## config.mk

```make
export PLATFORM = sky130hd
export DESIGN_NAME = cdc_hs_rx_flat
export DESIGN_NICKNAME = d
export VERILOG_FILES = /design/src/rtl/cdc_hs_rx_if.sv /design/src/rtl/cdc_hs_rx.sv /design/src/flat_wrapper.sv
export SDC_FILE = /design/constraint.sdc
export NUM_CORES = 1
export LEC_CHECK = 0
export CAP_MARGIN = 25
export CORE_ASPECT_RATIO = 0.9
export CORE_MARGIN = 3
export CORE_UTILIZATION = 50
export DETAILED_ROUTE_END_ITERATION = 10
export GPL_TIMING_DRIVEN = 0
export MAX_ROUTING_LAYER = met4
export PLACE_DENSITY = 0.84
export SYNTH_ARGS = -nofsm -noshare
export SYNTH_HDL_FRONTEND = slang
export SYNTH_SLANG_ARGS = --single-unit
```

## constraint.sdc

```tcl
create_clock -name clk -period 3.2 [get_ports clk]
set_clock_uncertainty 0.05 [all_clocks]
set_input_delay 0.64 -clock clk [delete_from_list [all_inputs] [get_ports clk]]
set_output_delay 0.64 -clock clk [all_outputs]
set_load 0.02 [all_outputs]
```

## src/rtl/cdc_hs_rx_if.sv

```systemverilog
// rtl/cdc_hs_rx_if.sv - downstream valid/ready word interface of the toggle-handshake receiver
interface cdc_hs_rx_if #(
  parameter int WIDTH = 8
);
  logic [WIDTH-1:0] data_out;
  logic             out_valid;
  logic             out_ready;

  modport master (output data_out, output out_valid, input out_ready);
  modport slave  (input data_out, input out_valid, output out_ready);
endinterface

```

## src/rtl/cdc_hs_rx.sv

```systemverilog
// rtl/cdc_hs_rx.sv - receive side of a two-phase req/ack toggle CDC handshake
// Synchronizes req_tgl, captures the sender-held word, presents it valid/ready, acks on accept.
module cdc_hs_rx #(
  parameter int WIDTH       = 8,
  parameter int SYNC_STAGES = 2
) (
  input  logic             clk,
  input  logic             rst_n,
  input  logic             req_tgl,
  input  logic [WIDTH-1:0] data_in,
  output logic             ack_tgl,
  output logic             err,
  input  logic             err_clr,
  output logic [7:0]       word_cnt,
  cdc_hs_rx_if.master      dout
);

  typedef enum logic [1:0] {PRIME, IDLE, HOLD} state_t;

  localparam logic [2:0] PRIME_LAST = 3'(SYNC_STAGES);

  state_t                 state, state_nxt;
  logic [SYNC_STAGES-1:0] sync;
  logic                   sync_out;
  logic                   req_prev;
  logic                   req_edge;
  logic [2:0]             prime_cnt;
  logic                   prime_last;
  logic                   capture;
  logic                   accept;
  logic                   err_set;

  assign sync_out = sync[SYNC_STAGES-1];
  assign req_edge = sync_out ^ req_prev;

  // req_prev follows the synchronizer in every state so a discarded edge is not seen twice
  always_ff @(posedge clk or negedge rst_n) begin
    if (!rst_n) begin
      sync     <= '0;
      req_prev <= 1'b0;
    end else begin
      sync     <= {sync[SYNC_STAGES-2:0], req_tgl};
      req_prev <= sync_out;
    end
  end

  always_ff @(posedge clk or negedge rst_n) begin
    if (!rst_n) begin
      state <= PRIME;
    end else begin
      state <= state_nxt;
    end
  end

  always_comb begin
    state_nxt = state;
    case (state)
      PRIME:   if (prime_last) state_nxt = IDLE;
      IDLE:    if (req_edge)   state_nxt = HOLD;
      HOLD:    if (accept)     state_nxt = IDLE;
      default: state_nxt = PRIME;
    endcase
  end

  always_comb begin
    prime_last = 1'b0;
    capture    = 1'b0;
    accept     = 1'b0;
    err_set    = 1'b0;
    case (state)
      PRIME: prime_last = (prime_cnt == PRIME_LAST);
      IDLE:  capture    = req_edge;
      HOLD: begin
        accept  = dout.out_valid & dout.out_ready;
        err_set = req_edge;
      end
      default: ;
    endcase
  end

  always_ff @(posedge clk or negedge rst_n) begin
    if (!rst_n) begin
      prime_cnt <= '0;
    end else if (state == PRIME) begin
      prime_cnt <= prime_cnt + 3'd1;
    end
  end

  // Priming ack to the settled req level leaves the link idle whatever the sender holds
  always_ff @(posedge clk or negedge rst_n) begin
    if (!rst_n) begin
      ack_tgl <= 1'b0;
    end else if (prime_last) begin
      ack_tgl <= sync_out;
    end else if (accept) begin
      ack_tgl <= ~ack_tgl;
    end
  end

  always_ff @(posedge clk or negedge rst_n) begin
    if (!rst_n) begin
      dout.data_out  <= '0;
      dout.out_valid <= 1'b0;
      word_cnt       <= '0;
    end else begin
      if (capture) begin
        dout.data_out  <= data_in;
        dout.out_valid <= 1'b1;
      end else if (accept) begin
        dout.out_valid <= 1'b0;
      end
      if (accept) begin
        word_cnt <= word_cnt + 8'd1;
      end
    end
  end

  always_ff @(posedge clk or negedge rst_n) begin
    if (!rst_n) begin
      err <= 1'b0;
    end else if (err_set) begin
      err <= 1'b1;
    end else if (err_clr) begin
      err <= 1'b0;
    end
  end

endmodule
```

## src/flat_wrapper.sv

```systemverilog
// flat-port wrapper written by rule: the top's interface ports become plain ports
module cdc_hs_rx_flat 
#(
  parameter int WIDTH       = 8,
  parameter int SYNC_STAGES = 2
)
  (clk, rst_n, req_tgl, data_in, ack_tgl, err, err_clr, word_cnt, dout_data_out, dout_out_valid, dout_out_ready);
  cdc_hs_rx_if #(.WIDTH(WIDTH)) dout_i ();
  input  logic clk;
  input  logic rst_n;
  input  logic req_tgl;
  input  logic [WIDTH-1:0] data_in;
  output logic ack_tgl;
  output logic err;
  input  logic err_clr;
  output logic [7:0] word_cnt;
  output wire logic [$bits(dout_i.data_out)-1:0] dout_data_out;
  output wire logic [$bits(dout_i.out_valid)-1:0] dout_out_valid;
  input wire logic [$bits(dout_i.out_ready)-1:0] dout_out_ready;
  assign dout_data_out = dout_i.data_out;
  assign dout_out_valid = dout_i.out_valid;
  assign dout_i.out_ready = dout_out_ready;
  cdc_hs_rx #(.WIDTH(WIDTH), .SYNC_STAGES(SYNC_STAGES)) u_core (.clk(clk), .rst_n(rst_n), .req_tgl(req_tgl), .data_in(data_in), .ack_tgl(ack_tgl), .err(err), .err_clr(err_clr), .word_cnt(word_cnt), .dout(dout_i));
endmodule
```

; Word-level counts from Yosys, hierarchy flattened
; Cells that the tools add are included.
[totals]
output_inout_bits = 19
reg_bits = 27
inputBits = 13
elab_cells = 39
[op_classes]
add_sub_neg = 2
bitwise_logic = 3
n_eq_ne = 6
mux = 14
reduce_logical = 5
[op_table]
columns = cell, n
row1 = 2-to-1 mux 1 bit, 10
row2 = "adder 8 x 1 -> 8 bit, second input constant", 1
row3 = 2-to-1 mux 2 bit, 3
row4 = "inequality test 2 x 1 -> 1 bit, second input constant", 3
row5 = case mux 2 bit (3 select lines), 1
row6 = nonzero test 2 bit, 3
row7 = "adder 3 x 1 -> 3 bit, second input constant", 1
row8 = "equality test 3 x 2 -> 1 bit, second input constant", 1
row9 = AND reduction 3 bit, 1
row10 = "equality test 2 x 1 -> 1 bit, second input constant", 1
row11 = "equality test 2 bit, second input constant", 1
row12 = logical NOT 2 bit, 1
row13 = AND 1 bit, 1
row14 = NOT 1 bit, 1
row15 = bitwise XOR 1 bit, 1

; Longest topological paths before layout
; Gate-level depths: netlist (run 1).
[logic_depth]
word_depth = 4
depth_mapped = 5
mapped_depth_nobuf = 5

; Least setup slack after synthesis (run 1)
; OpenSTA, ideal clock, no wires.
[synth_path]
kind = input port to flip-flop
from = input dout_out_ready
to = register u_core.ack_tgl
path_stages = 4
path_slack_ps = 1775
setup_ps = 125
required_ps = 3025
t_arrival_ps = 1250
path_buffers = 1
cell_sequence = nand4b_4 -> buf_6 -> xnor2_1 -> mux2_2
[synth_between]
elab_chain_cells = 3
[synth_lines]
columns = element, line_no
row1 = "start, declared", flat_wrapper.sv:19  ; input wire logic [$bits(dout_i.out_ready)-1:0] dout_out_ready;
row2 = AND 1 bit, cdc_hs_rx.sv:74  ; accept = dout.out_valid & dout.out_ready;
row3 = 2-to-1 mux 1 bit, cdc_hs_rx.sv:70  ; case (state)
row4 = nonzero test 2 bit (no line), --
row5 = "end signal, assigned", cdc_hs_rx.sv:94  ; ack_tgl <= sync_out;
row6 = "end signal, assigned", cdc_hs_rx.sv:96  ; ack_tgl <= ~ack_tgl;
row7 = "end, declared", cdc_hs_rx.sv:11  ; output logic ack_tgl,
; No other way between the ends.
; A chain may end at the register's enable or synchronous reset.

; Final worst setup path (run 1)
[layout_path]
from = register u_core.dout.out_valid
to = output dout_out_valid
[layout_lines]
columns = element, line_no
row1 = "start, declared", cdc_hs_rx_if.sv:9  ; modport master (output data_out, output out_valid, input out_ready);
row2 = "start signal, assigned", cdc_hs_rx.sv:103  ; dout.out_valid <= 1'b0;
row3 = "start signal, assigned", cdc_hs_rx.sv:108  ; dout.out_valid <= 1'b1;
row4 = "start signal, assigned", cdc_hs_rx.sv:110  ; dout.out_valid <= 1'b0;
row5 = "end, declared", flat_wrapper.sv:18  ; output wire logic [$bits(dout_i.out_valid)-1:0] dout_out_valid;
; No word-level cell between the ends.

==> metrics.md, run 1 <==
| Metric | Value |
|---|---|
| Outcome | `finished, final reports clean` |
| Share of Yosys cell area claimed by the top area cell type | `0.589` |
| Period Utilization, post-route | `0.668` |
| Sequential area share after synthesis | `0.589` |
| Syn_area_per_cell | `13.8 um2` |
| DP Wirelength | `1.54 mm` |
| Initial antenna violation count | `0` |
| Diodes inserted | `0` |
| Sum of negative setup slack | `0 ps` |
| Fraction of the core area covered by cells at the end of the flow | `0.757` |
| Number of CTS-inserted buffers | `3` |
| Proportion of layout cells with a drive suffix above 1 | `0.109` |
| Max clock buf depth | `2` |
| Layout overhead on the synthesized area | `34.9%` |
| Number of sinks on the clock net | `27` |
| Post-synth ARST share | `1.00` |
| Detailed Routing Iterations Pass 1 | `4` |
| TritonCTS clock tree | `built` |
| Data arrival time of the critical path | `between 1000 and 1500 ps` |
| Die Y-Extent | `51.4 um` |
| # hold bufs at CTS | `0` |
| Post-route DRC violation count | `0` |
| Worst skew pair latency | `between 300 and 400 ps` |
| Routed metal-1 wire length | `890 um` |
| Top routing layer used | `met4` |
| Number of placement rows | `15` |
| Leakage Power | `0.724 nW` |
| Number of distinct library cells after synthesis | `24` |
| Routed len/inst | `around 14 um` |
| Layout filler cell count | `roughly 130` |
| Post-CTS setup buffer count | `0` |
| Syn nets | `99` |
| Synth top cells by count | `sky130_fd_sc_hd__dfrtp_1, sky130_fd_sc_hd__mux2_1, sky130_fd_sc_hd__xor2_1, sky130_fd_sc_hd__xnor2_1, sky130_fd_sc_hd__nor2_1` |
| DR WL met3 | `roughly 120 um` |
| Post-synthesis cell type with the largest combined area | `sky130_fd_sc_hd__dfrtp_1` |
| Number of H-tree levels | `1` |
| Number of synthesized flops with an enable pin | `0` |
| Amount of wire on met2 after detailed routing | `approximately 940 um` |
| Number of nets at the end of the flow | `roughly 140` |
| Die footprint | `between 2000 and 3000 um2` |
| Area inside the core boundary | `between 2000 and 2500 um2` |
| Setup violations, final | `0` |
| Minimum clock period after layout | `around 2100 ps` |
| Vias post-DR | `around 730` |
| Number of warnings reported in the yosys synthesis log | `0` |
| Part of the total power dissipated in the clock network | `0.123` |
| CTS Root Cell | `sky130_fd_sc_hd__clkbuf_4` |
| Switching power | `between 0.4 and 0.5 mW` |
| Critical Path Start Type | `register` |
| DRT Wirelength | `approximately 2 mm` |
| Number of cells produced by synthesis | `83` |
| Width of the die | `56.5 um` |
| Vias in the first global route | `~780` |
| Via/cell ratio | `5.06` |
| Category of the worst setup path capture point | `primary output` |
| Iteration-0 DRC Markers | `13` |
| Post-synth top flop | `sky130_fd_sc_hd__dfrtp_1` |
| Worst slew slack as a fraction of its limit | `0.622` |
| Critical setup path kind | `reg -> out` |
| Num ports | `32` |
| Hold Vio Cnt, Final | `0` |
| Setup repair after global routing missed its margin | `no` |
| CP cell instances | `clkdlybuf4s50_1` |
| Total congestion overflow | `0` |
| Library cell with the highest instance count after synthesis | `sky130_fd_sc_hd__dfrtp_1` |
| Number of maximum-capacitance violations | `0` |
| Number of gates resized after cts | `0` |
| Max Clk Rate | `0.468 GHz` |
| Port Buf Inserts | `31` |
| Combinational fraction of design power | `0.442` |
| Largest fanout of any net on the critical path | `4` |
| Slowest cell delay on critical path | `640 ps` |
| Worst-path clk slew | `roughly 150 ps` |
| Maximum vdd drop | `roughly 0.57 mV` |
| Power per cell area | `just over 800 nW/um2` |
| Switching Fraction | `0.361` |
| Overall fraction of global-route tracks in use | `0.166` |
| Kind of cell adding the most delay to the critical path | `buffers and inverters` |
| Count of pins over their slew limit | `0` |
| Starting utilization of the core area | `0.561` |
| Storage element area | `676 um2` |
| Internal portion of total power | `between 0.8 and 0.9 mW` |
| Number of register bits inferred by synthesis | `27` |
| Area taken by multi-input logic gates | `approximately 430 um2` |
| Worst Path Required | `~2500 ps` |
| Weighted congestion at the end of routability-driven global placement | `between 0.7 and 0.8` |
| Transition time at the pin with the least slew margin | `between 500 and 600 ps` |
| Sequential group share of total power | `0.436` |
| Cells taking the most area after synthesis | `sky130_fd_sc_hd__dfrtp_1, sky130_fd_sc_hd__mux2_1, sky130_fd_sc_hd__xor2_1` |
| Pin count of the biggest net entering global routing | `19` |
| Slowest CP cell | `sky130_fd_sc_hd__clkdlybuf4s50_1` |
| First-pass GRT wire length | `~3.5 mm` |
| Remaining number of nets flagged by the antenna check after routing | `0` |
| Number of buffers and inverters on the critical path | `1` |
| Post-synth design cell area | `around 1100 um2` |
| Worst hold path class | `reg -> reg` |
-- cell families after synthesis --
kind of cell    after synthesis  synth area share
compound gates                7            0.0360
xor+xnor                     11            0.0840
fa+ha+maj                     3            0.0327
buf+inv                       6            0.0327
flops                        27             0.589
mux                          10            0.0981
simple gates                 19             0.128
-- routing by layer --
layer	vias up	GRT usage
met4	0	0.0593
met2	19	0.267
met5	-	-
met1	354	0.192
met3	5	0.0631
li1	350	-
-- worst reg2reg max path: stages (launching register included) --
cell                      delay [ps]
sky130_fd_sc_hd__dfrtp_1         440
sky130_fd_sc_hd__xnor2_1         180
sky130_fd_sc_hd__nor3b_1         230
sky130_fd_sc_hd__buf_4           230
sky130_fd_sc_hd__mux2_1          330
-- power by group through the flow --
stage	Clock, mW	Combinational [mW]	Sequential, mW
after floorplan	0	0.219	0.663
after global placement	0	0.554	0.560
after detailed placement	0	0.571	0.566
after CTS	0.164	0.574	0.558
after global routing	0.178	0.609	0.575
final	0.157	0.564	0.556
-- metrics by stage --
step	setup WS [ps]	power, mW	area (um2)	hold WS, ps	cells
floorplan	1780	0.882	1150	281	83
global placement	1080	1.11	1490	282	139
detailed placement	1170	1.14	1520	285	140
CTS	1050	1.30	1550	319	144
global route	987	1.36	1550	325	144
finish	1060	1.28	1550	317	144
-- state kept, by name (all words and copies together), names as in the netlist --
name,flops
u_core.word_cnt,8
u_core.req_prev,1
u_core.state,2
u_core.sync,2
u_core.err,1
u_core.ack_tgl,1
u_core.dout.out_valid,1
u_core.dout.data_out,8
u_core.prime_cnt,3
-- worst paths after layout --
| check | startpoint | end | slack [ps] | cells after the start |
|---|---|---|---|---|
| worst min register to register | u_core.sync[0] | u_core.sync[1] | 320 | 0 |
| worst max register to register | u_core.sync[1] | u_core.dout.data_out[1] | 1650 | 4 |
| worst min-delay path | u_core.sync[0] | u_core.sync[1] | 320 | 0 |
| max in group asynchronous | rst_n | u_core.word_cnt[7] | 2020 | 2 |
| min in group asynchronous | rst_n | u_core.dout.data_out[3] | 590 | 1 |
| worst max-delay path | u_core.dout.out_valid | dout_out_valid | 1060 | 1 |
-- cells in the final DEF (no fill, tap or decap), drive strengths merged, types with 4 or more instances in the layout --
cell           count
clkdlybuf4s50     31
dfrtp             27
mux2              10
xor2               6
xnor2              5
nor2               4
inv                4
buf                4
-- area by class of cell --
cell class,instances,share of cell area
flip-flops and latches,27,0.437
well taps,25,0.0202
repair buffers,32,0.218
multi-input cells,50,0.281
inverters,3,0.00728
clock buffers,3,0.0146
clock inverters,1,0.00566
plain buffers,3,0.0170
(Power assumes the default switching activity.)
==> run 2: changes to the inputs <==
Settings changed: CORE_UTILIZATION 50 to 46, PLACE_DENSITY 0.84 to 0.78.
Clock period 3.2 ns to 2.15 ns, I/O delays scaled along.
==> metrics.md, run 2 (synthesis gave the netlist of run 1 again) <==
| Metric | Value |
|---|---|
| Worst hold path class | `reg -> reg` |
| Num ports | `32 (unchanged)` |
| Top flop regs | `u_core.dout.data_out (8), u_core.word_cnt (8), u_core.prime_cnt (3)` |
| Setup violations, final | `0 (unchanged)` |
| Number of maximum-capacitance violations | `0 (unchanged)` |
| Number of buffers and inverters on the critical path | `1 (unchanged)` |
| Instance count on the critical path | `1 (unchanged)` |
| Critical Path Start Type | `register` |
| CTS Root Cell | `sky130_fd_sc_hd__clkbuf_4` |
| Initial antenna violation count | `0 (unchanged)` |
| Minimum clock period after layout | `1920 ps` |
| Hold Vio Cnt, Final | `0 (unchanged)` |
| Max clock buf depth | `2 (unchanged)` |
| Worst Path Required | `1670 ps (-840 ps)` |
| Area inside the core boundary | `2260 um2 (+11%)` |
| Worst skew pair latency | `320 ps (about the same)` |
| Die footprint | `3130 um2 (+7.7%)` |
| Post-route DRC violation count | `0 (unchanged)` |
| Number of placement rows | `16 (+1)` |
| Fraction of the core area covered by cells at the end of the flow | `0.678 (-0.0790)` |
| Number of CTS-inserted buffers | `3 (unchanged)` |
| Critical setup path kind | `reg -> out` |
| Largest fanout of any net on the critical path | `4 (unchanged)` |
| Iteration-0 DRC Markers | `2 (-11)` |
| Slowest CP cell | `sky130_fd_sc_hd__clkdlybuf4s50_1` |
| Worst slew slack as a fraction of its limit | `0.549 (-0.0729)` |
| Maximum vdd drop | `0.778 mV (+37%)` |
| Diodes inserted | `0 (unchanged)` |
| Most frequent standard cell in the layout excluding fill and tap cells | `sky130_fd_sc_hd__clkdlybuf4s50_1` |
| Worst R2R Path Depth | `4 (unchanged)` |
| Max Clk Rate | `0.522 GHz` |
| Transition time at the pin with the least slew margin | `674 ps (+109 ps)` |
| Vias in the first global route | `733 (-5.5%)` |
| Count of pins over their slew limit | `0 (unchanged)` |
| Critical path startpoint | `u_core.dout.out_valid` |
| Number of sinks on the clock net | `27 (unchanged)` |
| Routed len/inst | `14.1 um (+2.9%)` |
| Number of gates resized after cts | `0 (unchanged)` |
| Width of the die | `58.6 um (+3.8%)` |
| Fin cells | `146 (+1.4%)` |
| Start point of the worst hold path | `u_core.sync[0]` |
| Setup repair after global routing missed its margin | `no` |
| Layout overhead on the synthesized area | `33.6%` |
| Leakage Power | `0.715 nW (-1.2%)` |
| Slowest cell delay on critical path | `640 ps (about the same)` |
| Pin count of the biggest net entering global routing | `15 (-4)` |
| Layout filler cell count | `179 (+35%)` |
| # hold bufs at CTS | `0 (unchanged)` |
| Detailed Routing Iterations Pass 1 | `4 (unchanged)` |
| Worst-path clk slew | `140 ps (about the same)` |
| Port Buf Inserts | `31 (unchanged)` |
| Area taken by multi-input logic gates | `434 um2 (unchanged)` |
| Beginning of the worst register-to-register path | `u_core.sync[1]` |
| DRT Wirelength | `2.06 mm (+4.3%)` |
| Remaining number of nets flagged by the antenna check after routing | `0 (unchanged)` |
| Kind of cell adding the most delay to the critical path | `buffers and inverters` |
| Category of the worst setup path capture point | `primary output` |
| Vias post-DR | `739 (+1.5%)` |
| Power per cell area | `1240 nW/um2 (+50%)` |
| Die Y-Extent | `53.4 um (+3.8%)` |
| Hold path cells | `0 (unchanged)` |
| Proportion of layout cells with a drive suffix above 1 | `0.101 (-0.00840)` |
| Commonest non-fill, non-tap cells in the layout | `sky130_fd_sc_hd__clkdlybuf4s50_1, sky130_fd_sc_hd__dfrtp_1, sky130_fd_sc_hd__mux2_1` |
| Number of nets at the end of the flow | `136 (unchanged)` |
| Storage element area | `676 um2 (unchanged)` |
| DP Wirelength | `1.58 mm (+2.9%)` |
| Period Utilization, post-route | `0.891` |
| Data arrival time of the critical path | `1440 ps (about the same)` |
| Weighted congestion at the end of routability-driven global placement | `0.675 (-10%)` |
| Overall fraction of global-route tracks in use | `0.158 (-0.00804)` |
| Post-CTS setup buffer count | `0 (unchanged)` |
| Total congestion overflow | `0 (unchanged)` |
| Outcome | `finished, final reports clean` |
| Sum of negative setup slack | `0 ps (unchanged)` |
| Number of H-tree levels | `1 (unchanged)` |
| First-pass GRT wire length | `3.49 mm (+0.40%)` |
| Starting utilization of the core area | `0.507 (-0.0537)` |
| Placed Instances | `142 (+1.4%)` |
| Via/cell ratio | `5.06 (+0.12%)` |
| TritonCTS clock tree | `built` |
| CP cell instances | `clkdlybuf4s50_1` |
==> run 2: per-layer routing <==
| layer | global-route usage | share of wire | vias to the layer above |
|---|---|---|---|
| met5 | - | 0 | - |
| met2 | 0.245 | 0.47 | 29 |
| li1 | - | - | 353 |
| met3 | 0.0683 | 0.087 | 5 |
| met1 | 0.185 | 0.43 | 352 |
| met4 | 0.0566 | 0.013 | 0 |
==> run 2: worst paths after layout <==
| kind | end | slack, ps |
|---|---|---|
| hold / removal | u_core.sync[1] | 330 |
| min in group asynchronous | u_core.prime_cnt[1] | 440 |
| setup reg to reg | u_core.dout.data_out[1] | 640 |
| max in group asynchronous | u_core.dout.data_out[1] | 1070 |
| hold reg to reg | u_core.sync[1] | 330 |
| setup / recovery | dout_out_valid | 230 |
==> run 2: cell type report <==
type                       instances  share of cell area
buffer                             3              0.0171
clock buffer                       4              0.0171
inverter                           3             0.00735
multi-input combinational         50               0.283
sequential                        27               0.441
tap                               27              0.0220
timing repair buffer              32               0.212
==> run 2: where the power goes <==
group	internal (mW)	switching, mW	total (mW)
combinational	0.448	0.399	0.847
sequential	0.689	0.146	0.835
clock	0.0727	0.142	0.215
total	1.21	0.687	1.90
==> run 2: metrics by stage <==
step	instance area [um2]	total power [mW]	setup slack, ps	hold slack (ps)
floorplan	1150	1.31	780	84.4
finish	1530	1.90	234	328
detailed placement	1510	1.71	332	303
global placement	1490	1.66	231	282
global route	1530	2.04	170	338
CTS	1530	1.93	203	334
